## config.mk

```make
export PLATFORM = sky130hd
export DESIGN_NAME = game_state_ctrl
export DESIGN_NICKNAME = d
export VERILOG_FILES = /design/src/rtl/game_state_ctrl.sv
export SDC_FILE = /design/constraint.sdc
export NUM_CORES = 1
export LEC_CHECK = 0
export ABC_AREA = 1
export CAP_MARGIN = 20
export CORE_MARGIN = 4
export CORE_UTILIZATION = 30
export CTS_BUF_LIST = sky130_fd_sc_hd__clkbuf_4
export DETAILED_ROUTE_END_ITERATION = 6
export DONT_BUFFER_PORTS = 1
export PLACE_DENSITY = 0.43
export SYNTH_ARGS = -nofsm -noshare
export SYNTH_HDL_FRONTEND = slang
export SYNTH_SLANG_ARGS = --single-unit
```

## constraint.sdc

```tcl
create_clock -name i_clk -period 1.75 [get_ports i_clk]
set_input_delay 0.175 -clock i_clk [delete_from_list [all_inputs] [get_ports i_clk]]
set_output_delay 0.175 -clock i_clk [all_outputs]
set_load 0.01 [all_outputs]
```

## src/rtl/game_state_ctrl.sv

```systemverilog
// rtl/game_state_ctrl.sv - frame-synchronous TITLE/COUNTDOWN/PLAY/OVER sequencer with debounced start and score
// Optional pause-in-PLAY support is enabled by defining GAME_PAUSE_EN.
module game_state_ctrl #(
  parameter  int DEBOUNCE_CYCLES  = 250000,
  parameter  int COUNTDOWN_FRAMES = 180,
  parameter  int OVER_FRAMES      = 300,
  parameter  int SCORE_W          = 8,
  localparam int FCNT_MAX = (COUNTDOWN_FRAMES > OVER_FRAMES) ? COUNTDOWN_FRAMES : OVER_FRAMES,
  localparam int FCNT_W   = $clog2(FCNT_MAX + 1)
) (
  input  logic               i_clk,
  input  logic               RST_BTN,
  input  logic               i_start_btn,
  input  logic               i_frame_tick,
  input  logic               i_point,
  input  logic               i_hit,
  output logic [1:0]         o_game_state,
  output logic               o_state_chg,
  output logic [FCNT_W-1:0]  o_frames_left,
  output logic [SCORE_W-1:0] o_score,
  output logic               o_paused
);

  localparam int DB_W = $clog2(DEBOUNCE_CYCLES + 1);
  localparam logic [DB_W-1:0]    DB_LAST   = DB_W'(DEBOUNCE_CYCLES - 1);
  localparam logic [FCNT_W-1:0]  CD_INIT   = FCNT_W'(COUNTDOWN_FRAMES - 1);
  localparam logic [FCNT_W-1:0]  OV_INIT   = FCNT_W'(OVER_FRAMES - 1);
  localparam logic [SCORE_W-1:0] SCORE_MAX = {SCORE_W{1'b1}};

  typedef enum logic [1:0] {
    S_TITLE     = 2'b00,
    S_COUNTDOWN = 2'b01,
    S_PLAY      = 2'b10,
    S_OVER      = 2'b11
  } state_t;

  state_t             state_q, state_d;
  logic               sync1_q, sync1_d, sync2_q, sync2_d;
  logic [DB_W-1:0]    db_cnt_q, db_cnt_d;
  logic               db_lvl_q, db_lvl_d;
  logic               press_pend_q, press_pend_d;
  logic               hit_pend_q, hit_pend_d;
  logic               state_chg_q, state_chg_d;
  logic [FCNT_W-1:0]  frames_q, frames_d;
  logic [SCORE_W-1:0] score_q, score_d;
  logic               db_rise;
  logic               paused;

`ifdef GAME_PAUSE_EN
  logic paused_q, paused_d;
  assign paused = paused_q;
`else
  assign paused = 1'b0;
`endif

  always_comb begin
    sync1_d  = i_start_btn;
    sync2_d  = sync1_q;
    db_cnt_d = '0;
    db_lvl_d = db_lvl_q;
    // Any cycle matching the accepted level restarts the count.
    if (sync2_q != db_lvl_q) begin
      if (db_cnt_q == DB_LAST) begin
        db_lvl_d = sync2_q;
      end else begin
        db_cnt_d = db_cnt_q + 1'b1;
      end
    end
    db_rise = db_lvl_d & ~db_lvl_q;
  end

  always_comb begin
    state_d      = state_q;
    frames_d     = frames_q;
    score_d      = score_q;
    press_pend_d = press_pend_q | db_rise;
    hit_pend_d   = (state_q == S_PLAY && !paused) ? (hit_pend_q | i_hit) : 1'b0;
`ifdef GAME_PAUSE_EN
    paused_d     = paused_q;
`endif

    if (state_q == S_PLAY && i_point && !paused && score_q != SCORE_MAX) begin
      score_d = score_q + 1'b1;
    end

    if (i_frame_tick) begin
      press_pend_d = 1'b0;
      hit_pend_d   = 1'b0;
      case (state_q)
        S_TITLE: begin
          if (press_pend_q) begin
            state_d  = S_COUNTDOWN;
            frames_d = CD_INIT;
            score_d  = '0;
          end
        end
        S_COUNTDOWN: begin
          if (frames_q == '0) begin
            state_d = S_PLAY;
          end else begin
            frames_d = frames_q - 1'b1;
          end
        end
        S_PLAY: begin
          if (hit_pend_q) begin
            state_d  = S_OVER;
            frames_d = OV_INIT;
          end
`ifdef GAME_PAUSE_EN
          else if (press_pend_q) begin
            paused_d = ~paused_q;
          end
`endif
        end
        default: begin
          if (press_pend_q || frames_q == '0) begin
            state_d  = S_TITLE;
            frames_d = '0;
          end else begin
            frames_d = frames_q - 1'b1;
          end
        end
      endcase
    end

`ifdef GAME_PAUSE_EN
    if (state_d != S_PLAY) begin
      paused_d = 1'b0;
    end
`endif
    state_chg_d = (state_d != state_q);
  end

  always_ff @(posedge i_clk or negedge RST_BTN) begin
    if (!RST_BTN) begin
      state_q      <= S_TITLE;
      sync1_q      <= 1'b0;
      sync2_q      <= 1'b0;
      db_cnt_q     <= '0;
      db_lvl_q     <= 1'b0;
      press_pend_q <= 1'b0;
      hit_pend_q   <= 1'b0;
      state_chg_q  <= 1'b0;
      frames_q     <= '0;
      score_q      <= '0;
    end else begin
      state_q      <= state_d;
      sync1_q      <= sync1_d;
      sync2_q      <= sync2_d;
      db_cnt_q     <= db_cnt_d;
      db_lvl_q     <= db_lvl_d;
      press_pend_q <= press_pend_d;
      hit_pend_q   <= hit_pend_d;
      state_chg_q  <= state_chg_d;
      frames_q     <= frames_d;
      score_q      <= score_d;
    end
  end

`ifdef GAME_PAUSE_EN
  always_ff @(posedge i_clk or negedge RST_BTN) begin
    if (!RST_BTN) begin
      paused_q <= 1'b0;
    end else begin
      paused_q <= paused_d;
    end
  end
`endif

  assign o_game_state  = state_q;
  assign o_state_chg   = state_chg_q;
  assign o_frames_left = frames_q;
  assign o_score       = score_q;
  assign o_paused      = paused;

endmodule

```

==> impl_metrics.py <==
metrics = {
    "floorplanning": {
        "initial_core_util_pct": 30.8,
        "rows": 33,
        "die_h_microns": 99.6,
        "die_w_microns": 99.6,
        "dieArea_sq_mm": 0.00992,
        "ios": 27,
        "core_area_sq_mm": 0.00818,
    },
    "global_routing": {
        "grt_use_total_pct": 13.0,
        "grt_antenna_before_repair": 0,
        "grt_pass1_vias": 2208,
        "grt_overflow": 0,
        "grt_pass1_wl_microns": 10400,
        "grt_max_degree": 44,
    },
    "pwr": {
        "pwr-share-clk_pct": 14.3,
        "power.leakage_nw": 1.45,
        "internal-power_mw": 1.96,
        "power.share.sequential_pct": 42.3,
        "total_power_mw": 3.51,
        "p_sw_share_pct": 44.3,
        "power.switching_mw": 1.55,
        "p_comb_share_pct": 43.4,
        "ir_drop_uv": 242,
        "power_per_cell_area_mw_per_mm2": 1220,
    },
    "place": {
        "place_area_sq_mm": 0.00272,
        "io_buffer_count": 0,
        "place.gp.congestion": 0.805,
        "dp_worst_setup_slack_ns": 0.0942,
        "dp_cells": 470,
        "post-dp-hpwl_microns": 4330,
    },
    "timing": {
        "min_period_ns": 1.60,
        "finalClockSkew_ns": 0.0284,
        "period_share_pct": 91.5,
        "fin_setup_tns_ns": 0,
        "max_freq_mhz": 624,
        "hold_viol_final": 0,
        "hold-worst-slack_ns": 0.0350,
        "setup_viol": 0,
        "setup_ws_ns": 0.148,
        "drv_slew": 0,
        "grt_setup_unrepaired": "no",
    },
    "cells_and_area": {
        "final.fill_count": 895,
        "utilization_pct": 35.3,
        "drive_above_1_share_pct": 10.8,
        "syn2layout_area_growth_pct": 14.7,
        "n_antenna_cell": 0,
        "fin_nets": 388,
        "final_area_sq_mm": 0.00289,
        "fin_cells": 485,
    },
    "logic_synthesis": {
        "synth_top_family_by_area": "simple AND/OR/NAND/NOR gates",
        "ys.flop_type": "dfrtp_1",
        "ys_async_sr_fraction_pct": 100,
        "yosys.area.top_type_share_pct": 42.8,
        "synth.most_common_cell": "nand2_1",
        "synth_area_leader_cell": "dfrtp_1",
        "synthXorXnorAreaFrac_pct": 4.87,
        "synth_enable_flop_cells": 0,
        "synth-compound-area-share_pct": 4.08,
        "synth_warnings": 0,
        "synthSimpleGateAreaFrac_pct": 37.7,
        "synth-adder-area-share_pct": 1.49,
        "ys_seq_elements": 43,
        "synth_nets": 365,
        "syn_inst": 356,
        "yosysUniqueCellTypes": 26,
        "synth.area.mux_share_pct": 0,
        "yosys-top-cells-count": "nand2_1, nor2_1, inv_1, dfrtp_1, nand3_1",
        "ys_seq_area_share_pct": 42.8,
        "syn_area_per_cell_sq_um": 7.07,
        "synthTopCellsByArea": "dfrtp_1, nand2_1, nor2_1",
        "syn-cell-area_sq_mm": 0.00252,
    },
    "critical_path": {
        "path_class": "flip-flop to flip-flop",
        "critPathTopFamily": "simple AND/OR/NAND/NOR gates",
        "cp-start-kind": "flip-flop",
        "r2r_cells": 10,
        "end_kind": "flip-flop",
        "cp_max_fo": 5,
        "worstSetupPathDepth": 10,
        "cp_data_arrival_time_ns": 1.87,
        "crit_path_frequent_cell": "nand2_1",
        "cp.buffers_inverters": 2,
        "max_stage_delay_ns": 0.48,
        "critPathSlowestCell": "dfrtp_1",
        "cp.required_ns": 2.01,
        "crit_chain": "inv_1, nand2_1, nor2_1, nand3_2, nand2_2, nand2_1, nand2_1, nand2_1, nand2_1, inv_1",
    },
    "min_path": {
        "hp-class": "input pin to flip-flop",
        "hold_depth": 3,
    },
    "clock_tree": {
        "cts-root-buf": "clkbuf_4",
        "path_clk_slew_ns": 0.13,
        "cts_made_buffers": 5,
        "clk_path_buf_depth": 2,
        "htreeDepth": 2,
        "cts.sinks": 43,
        "clock_latency_ns": 0.36,
        "tritoncts": "built",
    },
    "routing": {
        "dr.pass1.iters": 4,
        "vias": 2163,
        "wire_per_inst_microns": 12.3,
        "ant_nets": 0,
        "first_iter_violations": 66,
        "drc": 0,
        "drt-total-wl_microns": 5960,
        "vias_per_cell": 4.46,
    },
    "job": {
        "maxCapViolCount": 0,
    },
    "outcome": {
        "status": "completed",
    },
}
## registers in the layout, summed over array words and instances, names as in the netlist
signal and cells:
o_frames_left 9, sync2_q 1, db_lvl_q 1, press_pend_q 1, o_score 8, o_state_chg 1
hit_pend_q 1, sync1_q 1, o_game_state 2, db_cnt_q 18
## routing by layer
layer | share of wire (%) | global-route usage (%) | up-vias
li1 | - | - | 1157
met1 | 47 | 16.7 | 974
met2 | 48 | 22.4 | 28
met3 | 3.7 | 2.59 | 4
met4 | 0.77 | 3.15 | 0
met5 | 0 | 0 | -
## layout make-up
cell class | count | area [sq um] | share of cell area, %
Multi-Input combinational cell | 255 | 1230 | 42.8
Sequential cell | 43 | 1080 | 37.3
Inverter | 55 | 206 | 7.16
Timing Repair Buffer | 19 | 185 | 6.42
Tap cell | 105 | 131 | 4.55
Clock buffer | 6 | 45.0 | 1.56
Clock inverter | 2 | 7.51 | 0.260
## cell usage in the layout (no fill, tap or decap), types with 2 or more instances in the layout
master         count
xor2_1            13
nor2_4             2
nor3b_1            3
nor2_2             4
nand2_1          101
dfrtp_1           43
nand3_1           25
nor3_1             4
clkbuf_4           6
nor2_1            58
clkinv_1           2
a21oi_1            9
dlygate4sd3_1      4
inv_1             49
nand2_4            3
o21ai_0            8
a31oi_1            2
nand3_2            2
buf_4             13
ha_1               2
inv_2              6
nand4_1           12
## final timing paths
| path | start | to | slack [ns] |
|---|---|---|---|
| worst max-delay path | o_frames_left[5]$_DFFE_PN0P_ | o_frames_left[6]$_DFFE_PN0P_ | 0.15 |
| worst min-delay path | i_frame_tick | o_game_state[1]$_DFF_PN0_ | 0.04 |
| worst max register to register | o_frames_left[5]$_DFFE_PN0P_ | o_frames_left[6]$_DFFE_PN0P_ | 0.15 |
| worst min register to register | sync1_q$_DFF_PN0_ | sync2_q$_DFF_PN0_ | 0.36 |
| max in group asynchronous | RST_BTN | db_cnt_q[6]$_DFF_PN0_ | 1.22 |
| min in group asynchronous | RST_BTN | o_score[7]$_DFF_PN0_ | 0.30 |
## tightest hold or removal path, cell delays in order
cell and delay, ns:
nand3_1 0.07, nand2_1 0.08, inv_1 0.04
## cell families after synthesis
family | count (synthesis)
buffers and inverters | 58
flip-flops | 43
AND/OR/NAND/NOR | 217
other | 1
adder cells (fa/ha/maj) | 3
AO/OA/AOI/OAI | 20
XOR/XNOR | 14
## power by group through the flow
stage                     clock network [mW]  registers (mW)  logic [mW]
after floorplan                            0            1.54       0.945
after global placement                     0            1.51        1.46
after detailed placement                   0            1.52        1.44
after CTS                              0.536            1.50        1.49
after global routing                   0.577            1.54        1.76
final                                  0.500            1.49        1.52
## repair_timing
item                                   in CTS  in global routing
endpoints found under the hold margin      48                  0
gates resized for setup                     0                  5
setup endpoints to repair                   0                  9
hold buffers                                5                  0
setup buffers                               0                  2
Note: power is estimated with default switching activity, not from simulation.
